$ cat src/rtl/div_mc_ctrl.sv
// div_mc_ctrl: multicycle launch/capture controller around a combinational divider
//
// Accepts an operand pair on in_valid/in_ready, drives div_a/div_b from registers and
// holds them for LATENCY cycles, then captures div_quot/div_rem/div_by_0 into out_* and
// presents them on out_valid/out_ready.
// Optional: define DIV_MC_OVF_DETECT_EN to flag most-negative / -1 on out_ovf (TC_MODE=1).
// Ports:
//   clk, rst                   clock, asynchronous active-high reset
//   in_valid/in_ready/in_a/in_b        operand handshake
//   div_a/div_b                registered operands to the divider
//   div_quot/div_rem/div_by_0  divider results
//   out_valid/out_ready        result handshake
//   out_quot/out_rem/out_dz/out_ovf    registered results
module div_mc_ctrl #(
    parameter int A_WIDTH = 32,
    parameter int B_WIDTH = 16,
    parameter int TC_MODE = 0,
    parameter int LATENCY = 4
) (
    input  logic               clk,
    input  logic               rst,
    input  logic               in_valid,
    output logic               in_ready,
    input  logic [A_WIDTH-1:0] in_a,
    input  logic [B_WIDTH-1:0] in_b,
    output logic [A_WIDTH-1:0] div_a,
    output logic [B_WIDTH-1:0] div_b,
    input  logic [A_WIDTH-1:0] div_quot,
    input  logic [B_WIDTH-1:0] div_rem,
    input  logic               div_by_0,
    output logic               out_valid,
    input  logic               out_ready,
    output logic [A_WIDTH-1:0] out_quot,
    output logic [B_WIDTH-1:0] out_rem,
    output logic               out_dz,
    output logic               out_ovf
);
    localparam logic [1:0] IDLE = 2'd0;
    localparam logic [1:0] HOLD = 2'd1;
    localparam logic [1:0] DONE = 2'd2;

    if (LATENCY < 1 || LATENCY > 15 || (TC_MODE != 0 && TC_MODE != 1)) begin : g_bad_param
        $error("div_mc_ctrl: LATENCY must be 1..15 and TC_MODE 0 or 1");
    end

    logic [1:0] r_state;
    logic [3:0] r_cnt;
    logic       w_capture;

    assign in_ready  = r_state == IDLE;
    assign w_capture = r_state == HOLD && r_cnt == 4'd0;

    always_ff @(posedge clk or posedge rst) begin
        if (rst) begin
            r_state   <= IDLE;
            r_cnt     <= 4'd0;
            div_a     <= '0;
            div_b     <= '0;
            out_quot  <= '0;
            out_rem   <= '0;
            out_dz    <= 1'b0;
            out_valid <= 1'b0;
        end else if (r_state == IDLE) begin
            if (in_valid) begin
                div_a   <= in_a;
                div_b   <= in_b;
                r_cnt   <= 4'(LATENCY - 1);
                r_state <= HOLD;
            end
        end else if (r_state == HOLD) begin
            if (w_capture) begin
                out_quot  <= div_quot;
                out_rem   <= div_rem;
                out_dz    <= div_by_0;
                out_valid <= 1'b1;
                r_state   <= DONE;
            end else begin
                r_cnt <= r_cnt - 4'd1;
            end
        end else if (out_ready) begin
            out_valid <= 1'b0;
            r_state   <= IDLE;
        end
    end

`ifdef DIV_MC_OVF_DETECT_EN
    // Evaluated on the held operands, so it rides the same multicycle window as the divider.
    logic w_ovf;
    assign w_ovf = TC_MODE == 1 && div_a == {1'b1, {(A_WIDTH-1){1'b0}}} && &div_b;

    always_ff @(posedge clk or posedge rst) begin
        if (rst)
            out_ovf <= 1'b0;
        else if (w_capture)
            out_ovf <= w_ovf;
    end
`else
    assign out_ovf = 1'b0;
`endif
endmodule
$ cat config.mk
export PLATFORM = sky130hd
export DESIGN_NAME = div_mc_ctrl
export DESIGN_NICKNAME = d
export VERILOG_FILES = /design/src/rtl/div_mc_ctrl.sv
export SDC_FILE = /design/constraint.sdc
export NUM_CORES = 1
export LEC_CHECK = 0
export ABC_CLOCK_PERIOD_IN_PS = 9350
export BUFFER_PORTS_ARGS = -buffer_cell sky130_fd_sc_hd__buf_2
export CAP_MARGIN = 10
export CELL_PAD_IN_SITES_DETAIL_PLACEMENT = 0
export CELL_PAD_IN_SITES_GLOBAL_PLACEMENT = 1
export CORE_UTILIZATION = 38
export DETAILED_ROUTE_END_ITERATION = 8
export PLACE_DENSITY_LB_ADDON = 0.1
export SLEW_MARGIN = 40
export SYNTH_ARGS = -nofsm -noshare
export SYNTH_HDL_FRONTEND = slang
export SYNTH_SLANG_ARGS = --single-unit
$ cat constraint.sdc
create_clock -name clk -period 9.35 [get_ports clk]
set_input_delay 1.87 -clock clk [delete_from_list [all_inputs] [get_ports clk]]
set_output_delay 1.87 -clock clk [all_outputs]
set_load 0.02 [all_outputs]
==> flow_metrics.env, run 1 <==
export IMPL_drc_errors=0
export IMPL_final_core_occ_pct=52.1
export IMPL_wire_per_inst_um=14.7
export IMPL_timing_hold_worst_class="reg2reg"
export IMPL_initial_utilization_pct=39.3
export IMPL_place_gp_congestion=0.705
export IMPL_grt_total_usage_pct=16.4
export IMPL_worst_hold_path_num_cells=2
export IMPL_die_w_um=106
export IMPL_finClkSkew_ns=0.00785
export IMPL_timing_worst_setup_path_type="in2reg"
export IMPL_delay_contributed_by_the_slowest_stage_of_the_critical_path_ns=0.53
export IMPL_post_cts_buffers=0
export IMPL_worstMarginPinSlew_ns=0.572
export IMPL_buffer_ports_inserted=199
export IMPL_worstSetupStartpointType="input port"
export IMPL_finish_instance_area_um2=5400
export IMPL_cts_max_path_buffers=2
export IMPL_hold_buffer_count_at_cts=0
export IMPL_finish_net_count=553
export IMPL_max_cap_violations=0
export IMPL_yosys_cell_types_count=28
export IMPL_critical_path_end_type="flip-flop"
export IMPL_number_of_placed_i_o_pins=201
export IMPL_final_layout_size_suffix_gt1_share_pct=67.7
export IMPL_synth_top_area_cell="sky130_fd_sc_hd__dfrtp_1"
export IMPL_fill_cells=933
export IMPL_worst_path_max_delay_cell="sky130_fd_sc_hd__nor2b_4"
export IMPL_floorplan_die_area_um2=11200
export IMPL_routed_wl_met3_um=873
export IMPL_detailedRoute_firstPassIterationCount=4
export IMPL_clockRootBuffer="sky130_fd_sc_hd__clkbuf_8"
export IMPL_num_antenna_cells=0
export IMPL_timing_slew_headroom_pct=61.8
export IMPL_hold_slack_ns=0.485
export IMPL_length_in_cells_of_the_worst_reg_to_reg_path=4
export IMPL_clock_tree_from_tritoncts="done"
export IMPL_cts_sinks=104
export IMPL_finalSetupTns_ns=0
export IMPL_worst_ep_arrival_time_ns=3.59
export IMPL_dp_hpwl_mm=6.34
export IMPL_leakagePower_nw=2.70
export IMPL_synth_seq_cells=104
export IMPL_timing_fmax_mhz=298
export IMPL_synthesis_nets=352
export IMPL_postSynthCellCount=250
export IMPL_status="completed"
export IMPL_synthToLayoutAreaGrowth_pct=32.4
export IMPL_drt_met1_wl_mm=3.76
export IMPL_routed_wl_mm=8.69
export IMPL_finalSetupViolCount=0
export IMPL_p_per_area_nw_per_um2=378
export IMPL_grt_pass1_wl_mm=14.2
export IMPL_rows=37
export IMPL_dieHeight_um=106
export IMPL_cts_resized=0
export IMPL_route_top_layer_used="met4"
export IMPL_leading_cell_types_by_total_area_after_synthesis="sky130_fd_sc_hd__dfrtp_1 64%, sky130_fd_sc_hd__mux2_2 19%, sky130_fd_sc_hd__mux2_4 7.4%"
export IMPL_detailroute_via_count=2736
export IMPL_grt_antenna_before_repair=0
export IMPL_yosys_warnings=0
export IMPL_ir_worst_vdd_uv=169
export IMPL_synth_seq_area_share_pct=63.8
export IMPL_cell_area_reported_after_detailed_placement_um2=5210
export IMPL_final_period_minus_worst_setup_slack_ns=3.35
export IMPL_cp_max_fo=28
export IMPL_cts_htree_levels=3
export IMPL_synth_avg_cell_area_um2=16.3
export IMPL_drv_slew=0
export IMPL_vias_per_cell=4.63
export IMPL_post_route_period_util_pct=35.8
export IMPL_hold_viol_final=0
export IMPL_yosysTopAreaCellShare_pct=63.8
export IMPL_drt_iter0_drc=85
export IMPL_tritoncts_num_buffers=9
export IMPL_crit_buf_inv=2
export IMPL_via_count_of_the_first_global_routing_pass=2743
export IMPL_path_cells="buf_2 -> nor2b_1 -> nor2b_4 -> buf_4 -> mux2_2"
export IMPL_path_depth=5
export IMPL_grt_setup_unrepaired="false"
export IMPL_worstSkewPairLatency_ns=0.35
export IMPL_grt_max_degree=64
export IMPL_core_area_um2=10400
export IMPL_antenna_violating_nets_post_route=0
export IMPL_synth_cell_area_um2=4080
export IMPL_path_delay_family="simple AND/OR/NAND/NOR gates"
export IMPL_critical_path_required_ns=9.59
export IMPL_grt_overflow_total=0
export IMPL_route_met2_wl_mm=3.94
export IMPL_clk_pin_slew_ns=0.09
## cells in the mapped netlist
master,n
sky130_fd_sc_hd__dfrtp_1,104
sky130_fd_sc_hd__mux2_2,69
sky130_fd_sc_hd__mux2_4,20
sky130_fd_sc_hd__nand2_1,9
sky130_fd_sc_hd__mux2_1,8
sky130_fd_sc_hd__buf_2,7
sky130_fd_sc_hd__buf_6,3
sky130_fd_sc_hd__inv_1,3
sky130_fd_sc_hd__nand2b_1,3
sky130_fd_sc_hd__nor2b_1,3
sky130_fd_sc_hd__a31oi_1,2
sky130_fd_sc_hd__nor2_1,2
sky130_fd_sc_hd__o22ai_1,2
sky130_fd_sc_hd__buf_4,1
sky130_fd_sc_hd__clkbuf_1,1
sky130_fd_sc_hd__conb_1,1
sky130_fd_sc_hd__ha_1,1
sky130_fd_sc_hd__nand4_1,1
sky130_fd_sc_hd__nand4b_2,1
sky130_fd_sc_hd__nor2b_4,1
sky130_fd_sc_hd__nor3_1,1
sky130_fd_sc_hd__nor4bb_1,1
sky130_fd_sc_hd__o211ai_1,1
sky130_fd_sc_hd__o21ai_0,1
sky130_fd_sc_hd__o21ba_2,1
sky130_fd_sc_hd__o21bai_1,1
sky130_fd_sc_hd__o22a_1,1
sky130_fd_sc_hd__or3b_1,1
## report_power, final
group	internal (W)	switching (W)	total, W
logic	0.000440	0.000526	0.000966
clock network	0.000130	0.000141	0.000271
registers	0.000682	0.000125	0.000807
total	0.00125	0.000793	0.00204
## layer usage
metal | vias up | global-route usage, %
met5 | - | 0
met4 | 0 | 4.76
met3 | 9 | 6.68
met2 | 127 | 25.0
met1 | 1325 | 21.6
li1 | 1275 | -
## state kept, by name, indices dropped and copies added, names as in the netlist
signal and count:
div_a 32, out_quot 32, div_b 16, out_rem 16, r_cnt 4, r_state 2, out_dz 1, out_valid 1
## cells in the final DEF (no fill, tap or decap), types with 3 or more instances in the layout
| cell type | synthesis | final |
|---|---|---|
| sky130_fd_sc_hd__nand2b_1 | 3 | 3 |
| sky130_fd_sc_hd__clkbuf_8 | 0 | 10 |
| sky130_fd_sc_hd__nand2_1 | 9 | 9 |
| sky130_fd_sc_hd__buf_2 | 7 | 199 |
| sky130_fd_sc_hd__dfrtp_1 | 104 | 104 |
| sky130_fd_sc_hd__nor2b_1 | 3 | 3 |
| sky130_fd_sc_hd__mux2_2 | 69 | 69 |
| sky130_fd_sc_hd__mux2_1 | 8 | 8 |
| sky130_fd_sc_hd__mux2_4 | 20 | 20 |
## worst min-delay path: stages, from the launching register on
cell and delay (ns):
sky130_fd_sc_hd__dfrtp_1 0.35, sky130_fd_sc_hd__nand2_1 0.05, sky130_fd_sc_hd__nand2_1 0.05
## kinds of logic after synthesis
kind of cell | synth area share (%)
other | 0.0919
and+or+nand+nor | 3.37
DFF | 63.8
muxes | 28.6
AOI/OAI and AO/OA | 1.56
adders and majority gates | 0.307
buffers and inverters | 2.24
## final cells by class
type | count | area [um^2] | area share (%)
tap | 136 | 170 | 3.15
clock buffer | 12 | 145 | 2.69
timing repair buffer | 202 | 1030 | 19.1
clock inverter | 3 | 42.5 | 0.788
multi-input combinational | 131 | 1390 | 25.8
sequential | 104 | 2600 | 48.2
inverter | 3 | 16.3 | 0.301
## path summary, 6_finish.rpt
kind / endpoint / slack [ns] / from
max in group asynchronous: out_quot[13]$_DFFE_PP0P_ / 6.79 / rst
hold reg to reg: out_valid$_DFFE_PP0P_ / 0.48 / out_valid$_DFFE_PP0P_
setup reg to reg: div_a[21]$_DFFE_PP0P_ / 7.12 / r_state[1]$_DFFE_PP0P_
setup / recovery: div_a[21]$_DFFE_PP0P_ / 6.00 / in_valid
min in group asynchronous: out_rem[13]$_DFFE_PP0P_ / 1.57 / rst
hold / removal: out_valid$_DFFE_PP0P_ / 0.48 / out_valid$_DFFE_PP0P_
## per-stage QoR
| step | cells | power, W | setup WS, ns |
|---|---|---|---|
| 3_5_place_dp | 576 | 0.00179 | 5.57 |
| 6_report | 591 | 0.00204 | 6.00 |
| 2_1_floorplan | 250 | 0.00147 | 4.75 |
| 4_1_cts | 591 | 0.00208 | 5.97 |
| 5_1_grt | 591 | 0.00218 | 5.87 |
| 3_3_place_gp | 575 | 0.00177 | 5.62 |
Power figures use the tool's default switching activity.
==> run 2, diff against run 1 <==
--- a/config.mk
+++ b/config.mk
@@ -5,12 +5,13 @@
 export SDC_FILE = /design/constraint.sdc
 export NUM_CORES = 1
 export LEC_CHECK = 0
-export ABC_CLOCK_PERIOD_IN_PS = 9350
+export ABC_AREA = 1
+export ABC_CLOCK_PERIOD_IN_PS = 2700
 export BUFFER_PORTS_ARGS = -buffer_cell sky130_fd_sc_hd__buf_2
 export CAP_MARGIN = 10
 export CELL_PAD_IN_SITES_DETAIL_PLACEMENT = 0
 export CELL_PAD_IN_SITES_GLOBAL_PLACEMENT = 1
-export CORE_UTILIZATION = 38
+export CORE_UTILIZATION = 30
 export DETAILED_ROUTE_END_ITERATION = 8
 export PLACE_DENSITY_LB_ADDON = 0.1
 export SLEW_MARGIN = 40
==> constraint.sdc (replaced) <==
create_clock -name clk -period 2.7 [get_ports clk]
set_input_delay 0.54 -clock clk [delete_from_list [all_inputs] [get_ports clk]]
set_output_delay 0.54 -clock clk [all_outputs]
set_load 0.02 [all_outputs]
==> flow_metrics.env, run 2 <==
export IMPL_synth_top_area_cell="sky130_fd_sc_hd__dfrtp_1"
export IMPL_detailroute_via_count=3580
export IMPL_post_route_period_util_pct=70.0
export IMPL_leakagePower_nw=3.38
export IMPL_clk_pin_slew_ns=0.07
export IMPL_finalSetupTns_ns=0
export IMPL_synth_top_family_by_area="simple AND/OR/NAND/NOR gates"
export IMPL_pwr_share_clk_pct=19.2
export IMPL_switching_share_pct=42.5
export IMPL_number_of_enable_flip_flop_cells_after_synthesis=0
export IMPL_p_per_area_nw_per_um2=1290
export IMPL_share_comb_of_total_power_pct=45.0
export IMPL_routed_wl_mm=11.0
export IMPL_grt_overflow_total=0
export IMPL_cell_area_reported_after_detailed_placement_um2=5490
export IMPL_grt_max_degree=63
export IMPL_reg_largest_list="div_a (32), out_quot (32)"
export IMPL_dp_hpwl_mm=7.82
export IMPL_wire_per_inst_um=13.0
export IMPL_grt_antenna_before_repair=0
export IMPL_place_gp_congestion=0.707
export IMPL_worst_ep_arrival_time_ns=1.35
export IMPL_power_report_internal_total_w=0.00434
export IMPL_dieHeight_um=123
export IMPL_vias_per_cell=4.26
export IMPL_finish_net_count=758
export IMPL_worstSkewPairLatency_ns=0.35
export IMPL_worst_path_max_delay_cell="sky130_fd_sc_hd__dfrtp_1"
export IMPL_grt_setup_unrepaired="false"
export IMPL_post_cts_buffers=0
export IMPL_antenna_violating_nets_post_route=0
export IMPL_timing_reg2reg_setup_slack_ns=1.07
export IMPL_yosysTopAreaCellShare_pct=59.6
export IMPL_num_antenna_cells=0
export IMPL_clock_tree_from_tritoncts="done"
export IMPL_finClkSkew_ns=0.00775
export IMPL_worstSetupStartpointType="flip-flop"
export IMPL_synth_cell_area_um2=4370
export IMPL_cts_max_path_buffers=2
export IMPL_max_cap_violations=0
export IMPL_postSynthCellCount=464
export IMPL_timing_slew_headroom_pct=62.0
export IMPL_synth_avg_cell_area_um2=9.41
export IMPL_buffer_ports_inserted=199
export IMPL_floorplan_die_area_um2=15000
export IMPL_synth_seq_cells=104
export IMPL_synthesis_nets=566
export IMPL_post_synth_fa_ha_maj_area_fraction_pct=0.287
export IMPL_hold_viol_final=0
export IMPL_synthSimpleGateAreaFrac_pct=20.7
export IMPL_drt_iter0_drc=173
export IMPL_hold_buffer_count_at_cts=0
export IMPL_cp_max_fo=13
export IMPL_core_area_um2=14000
export IMPL_leading_cell_types_by_total_area_after_synthesis="sky130_fd_sc_hd__dfrtp_1 60%, sky130_fd_sc_hd__nand2_1 14%, sky130_fd_sc_hd__o21ai_2 8.2%"
export IMPL_tritoncts_num_buffers=9
export IMPL_number_of_placed_i_o_pins=201
export IMPL_via_count_of_the_first_global_routing_pass=3416
export IMPL_grt_total_usage_pct=15.1
export IMPL_drv_slew=0
export IMPL_final_layout_size_suffix_gt1_share_pct=40.8
export IMPL_path_cells="nor2_4 -> buf_2"
export IMPL_timing_rr_end="out_quot[22]$_DFFE_PP0P_"
export IMPL_worstMarginPinSlew_ns=0.570
export IMPL_fill_cells=1465
export IMPL_synth_most_common_cell="sky130_fd_sc_hd__nand2_1"
export IMPL_postSynth_topFlopCell="sky130_fd_sc_hd__dfrtp_1"
export IMPL_synthToLayoutAreaGrowth_pct=33.4
export IMPL_r2r_start="r_cnt[0]$_DFFE_PP0P_"
export IMPL_critical_path_end_type="primary output"
export IMPL_power_frac_seq_pct=35.8
export IMPL_clockRootBuffer="sky130_fd_sc_hd__clkbuf_16"
export IMPL_grt_pass1_wl_mm=17.4
export IMPL_timing_hold_worst_class="in2async"
export IMPL_final_common_cell="sky130_fd_sc_hd__buf_2"
export IMPL_share_of_the_synthesized_area_in_compound_gates_ao_oa_aoi_oai_pct=9.77
export IMPL_yosys_mux_area_fraction_pct=0
export IMPL_detailedRoute_firstPassIterationCount=4
export IMPL_initial_utilization_pct=31.1
export IMPL_cts_htree_levels=3
export IMPL_finalSetupViolCount=0
export IMPL_final_period_minus_worst_setup_slack_ns=1.89
export IMPL_mostFrequentLayoutCells="199 x sky130_fd_sc_hd__buf_2, 160 x sky130_fd_sc_hd__nand2_1, 104 x sky130_fd_sc_hd__dfrtp_1, 55 x sky130_fd_sc_hd__inv_1, 51 x sky130_fd_sc_hd__nand3_1"
export IMPL_power_switching_w=0.00320
export IMPL_cts_resized=0
export IMPL_timing_fmax_mhz=529
export IMPL_length_in_cells_of_the_worst_reg_to_reg_path=6
export IMPL_drc_errors=0
export IMPL_cts_sinks=104
export IMPL_timing_worst_setup_path_type="reg2out"
export IMPL_yosys_warnings=0
export IMPL_critical_path_required_ns=2.16
export IMPL_die_w_um=123
export IMPL_yosys_cell_types_count=23
export IMPL_status="completed"
export IMPL_rows=43
export IMPL_delay_contributed_by_the_slowest_stage_of_the_critical_path_ns=0.43
export IMPL_synthTopCellsByCount="160 x sky130_fd_sc_hd__nand2_1, 104 x sky130_fd_sc_hd__dfrtp_1, 56 x sky130_fd_sc_hd__inv_1"
export IMPL_xor_xnor_fraction_of_synth_area_pct=0.201
export IMPL_ir_worst_vdd_uv=456
export IMPL_finish_instance_area_um2=5820
export IMPL_synth_seq_area_share_pct=59.6
export IMPL_synth_async_sr_flop_share_pct=100
==> run 2: cell types whose count changed in the layout (fill, tap and decap cells not counted), moves of 9 or more <==
cell	delta
sky130_fd_sc_hd__inv_1	+53
sky130_fd_sc_hd__mux2_4	-20
sky130_fd_sc_hd__o21ai_2	+41
sky130_fd_sc_hd__mux2_2	-69
sky130_fd_sc_hd__nand2_1	+151
sky130_fd_sc_hd__nand3_1	+51
sky130_fd_sc_hd__clkbuf_16	+9
==> run 2: power groups by stage <==
stage               Clock (W)  Combinational, W  Sequential, W
floorplan                   0           0.00148        0.00358
global placement            0           0.00342        0.00271
detailed placement          0           0.00345        0.00272
CTS                   0.00150           0.00346        0.00271
global route          0.00155           0.00378        0.00280
finish                0.00145           0.00339        0.00270
==> run 2: routing by layer <==
layer | vias to the layer above | GRT usage [%] | routed length [um]
li1 | 1813 | - | -
met1 | 1635 | 20.0 | 4840
met2 | 120 | 22.6 | 4940
met3 | 12 | 4.41 | 956
met4 | 0 | 7.47 | 209
met5 | - | 0 | 0
==> run 2: critical path, delay by kind of cell, from the launching register on <==
kind	cells	cell delay (ns)
buffers and inverters	1	0.24
AND/OR/NAND/NOR	1	0.33
flip-flops	1	0.43
==> run 2: how the worst max path moves through the flow <==
stage                               endpoint  cells past startpoint              startpoint  slack, ns
floorplan               div_a[0]$_DFFE_PP0P_                      1                     rst       0.91
global placement    out_quot[12]$_DFFE_PP0P_                      6    r_cnt[0]$_DFFE_PP0P_       1.08
detailed placement  out_quot[16]$_DFFE_PP0P_                      6    r_cnt[0]$_DFFE_PP0P_       1.06
CTS                                 in_ready                      2  r_state[0]$_DFFE_PP0P_       0.77
global route                        in_ready                      2  r_state[1]$_DFFE_PP0P_       0.70
finish                              in_ready                      2  r_state[0]$_DFFE_PP0P_       0.81
==> run 2: final cells by class <==
type | count | area, um^2 | share of cell area (%)
Sequential cell | 104 | 2600 | 44.7
Multi-Input combinational cell | 276 | 1370 | 23.5
Timing Repair Buffer | 208 | 1080 | 18.5
Clock buffer | 14 | 274 | 4.71
Tap cell | 180 | 225 | 3.87
Inverter | 57 | 218 | 3.74
Clock inverter | 2 | 60.1 | 1.03
==> run 2: through the flow <==
stage	setup slack, ns	power (W)	util [%]	hold WS (ns)	cells
after floorplan	0.914	0.00507	-	0.471	464
after global placement	1.08	0.00612	39.1	0.451	825
after detailed placement	1.06	0.00618	39.1	0.453	825
after CTS	0.772	0.00766	41.5	0.137	841
after global routing	0.704	0.00813	41.5	0.153	841
final	0.810	0.00754	41.5	0.145	841
==> run 2: kinds of logic (layout without fill, tap and decap cells) <==
| kind of cell | Yosys count | count (layout) |
|---|---|---|
| buf+inv | 84 | 281 |
| flops | 104 | 104 |
| fa+ha+maj | 1 | 1 |
| xor+xnor | 1 | 1 |
| simple gates | 219 | 219 |
| other cells | 1 | 1 |
| compound gates | 54 | 54 |
==> run 3, diff against run 2 <==
--- a/config.mk
+++ b/config.mk
@@ -5,13 +5,13 @@
 export SDC_FILE = /design/constraint.sdc
 export NUM_CORES = 1
 export LEC_CHECK = 0
-export ABC_AREA = 1
-export ABC_CLOCK_PERIOD_IN_PS = 2700
+export ABC_AREA = 0
+export ABC_CLOCK_PERIOD_IN_PS = 2000
 export BUFFER_PORTS_ARGS = -buffer_cell sky130_fd_sc_hd__buf_2
 export CAP_MARGIN = 10
 export CELL_PAD_IN_SITES_DETAIL_PLACEMENT = 0
 export CELL_PAD_IN_SITES_GLOBAL_PLACEMENT = 1
-export CORE_UTILIZATION = 30
+export CORE_UTILIZATION = 36
 export DETAILED_ROUTE_END_ITERATION = 8
 export PLACE_DENSITY_LB_ADDON = 0.1
 export SLEW_MARGIN = 40
==> constraint.sdc (replaced) <==
create_clock -name clk -period 2 [get_ports clk]
set_input_delay 0.4 -clock clk [delete_from_list [all_inputs] [get_ports clk]]
set_output_delay 0.4 -clock clk [all_outputs]
set_load 0.02 [all_outputs]
==> flow_metrics.env, run 3 (synthesis gave the netlist of run 1 again) <==
export IMPL_die_w_um=108
export IMPL_layout_area_seq_um2=2600
export IMPL_dieHeight_um=108
export IMPL_mostFrequentLayoutCells="199 x sky130_fd_sc_hd__buf_2, 104 x sky130_fd_sc_hd__dfrtp_1, 69 x sky130_fd_sc_hd__mux2_2, 20 x sky130_fd_sc_hd__mux2_4"
export IMPL_clk_pin_slew_ns=0.07
export IMPL_hold_buffer_count_at_cts=0
export IMPL_cts_resized=0
export IMPL_worstSetupStartpointType="flip-flop"
export IMPL_timing_fmax_mhz=561
export IMPL_number_of_placed_i_o_pins=201
export IMPL_post_route_period_util_pct=89.1
export IMPL_dp_hpwl_mm=6.55
export IMPL_cp_max_fo=15
export IMPL_crit_buf_inv=2
export IMPL_rows=38
export IMPL_finish_instance_area_um2=5630
export IMPL_grt_total_usage_pct=15.8
export IMPL_worstSkewPairLatency_ns=0.33
export IMPL_fill_cells=974
export IMPL_path_cells="inv_1 -> ha_1 -> nand4b_4 -> buf_12 -> mux2_1"
export IMPL_grt_max_degree=49
export IMPL_finalSetupTns_ns=0
export IMPL_core_area_um2=10900
export IMPL_delay_contributed_by_the_slowest_stage_of_the_critical_path_ns=0.42
export IMPL_hold_viol_final=0
export IMPL_grt_setup_unrepaired="false"
export IMPL_grt_pass1_wl_mm=14.1
export IMPL_initial_utilization_pct=37.3
export IMPL_antenna_violating_nets_post_route=0
export IMPL_reg_largest_list="div_a (32), out_quot (32)"
export IMPL_routed_wl_mm=8.89
export IMPL_final_period_minus_worst_setup_slack_ns=1.78
export IMPL_cts_sinks=104
export IMPL_via_count_of_the_first_global_routing_pass=2902
export IMPL_finalSetupViolCount=0
export IMPL_layout_cells_non_filler=602
export IMPL_critical_path_required_ns=2.21
export IMPL_grt_overflow_total=0
export IMPL_grt_antenna_before_repair=0
export IMPL_synthToLayoutAreaGrowth_pct=38.0
export IMPL_worst_path_max_delay_cell="sky130_fd_sc_hd__dfrtp_1"
export IMPL_cts_max_path_buffers=2
export IMPL_timing_hold_worst_class="in2async"
export IMPL_cell_area_reported_after_detailed_placement_um2=5310
export IMPL_detailroute_via_count=2784
export IMPL_max_cap_violations=0
export IMPL_critical_path_end_type="flip-flop"
export IMPL_finClkSkew_ns=0.00459
export IMPL_clockRootBuffer="sky130_fd_sc_hd__clkbuf_16"
export IMPL_status="completed"
export IMPL_drv_slew=0
export IMPL_ir_worst_vdd_uv=922
export IMPL_vias_per_cell=4.62
export IMPL_floorplan_die_area_um2=11800
export IMPL_num_antenna_cells=0
export IMPL_multi_input_area_um2=1390
export IMPL_final_common_cell="sky130_fd_sc_hd__buf_2"
export IMPL_worst_ep_arrival_time_ns=2.00
export IMPL_finish_net_count=559
export IMPL_path_delay_family="flip-flops"
export IMPL_numPlacedInstances=586
export IMPL_detailedRoute_firstPassIterationCount=3
export IMPL_post_cts_buffers=0
export IMPL_cts_htree_levels=3
export IMPL_buffer_ports_inserted=199
export IMPL_drt_iter0_drc=67
export IMPL_hold_slack_ns=0.0905
export IMPL_place_gp_congestion=0.718
export IMPL_wire_per_inst_um=14.8
export IMPL_tritoncts_num_buffers=9
export IMPL_leakagePower_nw=2.80
export IMPL_total_power_w=0.0102
export IMPL_clock_tree_from_tritoncts="done"
export IMPL_p_per_area_nw_per_um2=1820
export IMPL_drc_errors=0
export IMPL_final_layout_size_suffix_gt1_share_pct=68.0
export IMPL_timing_worst_setup_path_type="reg2reg"
==> run 3: routing by layer <==
layer / global-route usage [%] / wire length [um] / vias to the layer above
li1: - / - / 1289
met1: 18.8 / 3740 / 1355
met2: 26.2 / 4190 / 129
met3: 5.67 / 840 / 11
met4: 5.50 / 121 / 0
met5: 0 / 0 / -
==> run 3: power breakdown <==
group / internal, W / switching [W] / total, W / leakage, nW
Sequential: 0.00319 / 0.000544 / 0.00374 / 1.22
Clock: 0.00113 / 0.000722 / 0.00185 / 0.154
Combinational: 0.00213 / 0.00250 / 0.00463 / 1.43
Total: 0.00645 / 0.00376 / 0.0102 / 2.80
==> run 3: worst paths after layout <==
check	startpoint	to	slack (ns)	cells past startpoint
max	r_cnt[0]$_DFFE_PP0P_	out_rem[6]$_DFFE_PP0P_	0.22	5
max in group asynchronous	rst	div_a[9]$_DFFE_PP0P_	1.31	3
min reg2reg	out_rem[7]$_DFFE_PP0P_	out_rem[7]$_DFFE_PP0P_	0.49	1
min in group clk	div_quot[30]	out_quot[30]$_DFFE_PP0P_	0.28	2
min	rst	out_rem[10]$_DFFE_PP0P_	0.09	2
max reg2reg	r_cnt[0]$_DFFE_PP0P_	out_rem[6]$_DFFE_PP0P_	0.22	5
==> run 3: per-stage QoR <==
stage          worst slack, ns  util [%]
2_1_floorplan            0.354         -
3_3_place_gp             0.264      48.6
3_5_place_dp             0.213      48.6
4_1_cts                  0.182      51.5
5_1_grt                 0.0535      51.5
6_report                 0.218      51.5
==> run 3: final cells by class <==
class                      count  area share, %
clock buffer                  13           4.45
multi-input combinational    131           24.8
clock inverter                 3           1.16
sequential                   104           46.2
tap                          140           3.11
inverter                       3          0.267
timing repair buffer         208           20.0
==> run 3: worst register-to-register path, cell delays in order, from the launching register on <==
cell,delay [ns]
sky130_fd_sc_hd__dfrtp_1,0.42
sky130_fd_sc_hd__inv_1,0.07
sky130_fd_sc_hd__ha_1,0.24
sky130_fd_sc_hd__nand4b_4,0.34
sky130_fd_sc_hd__buf_12,0.28
sky130_fd_sc_hd__mux2_1,0.32
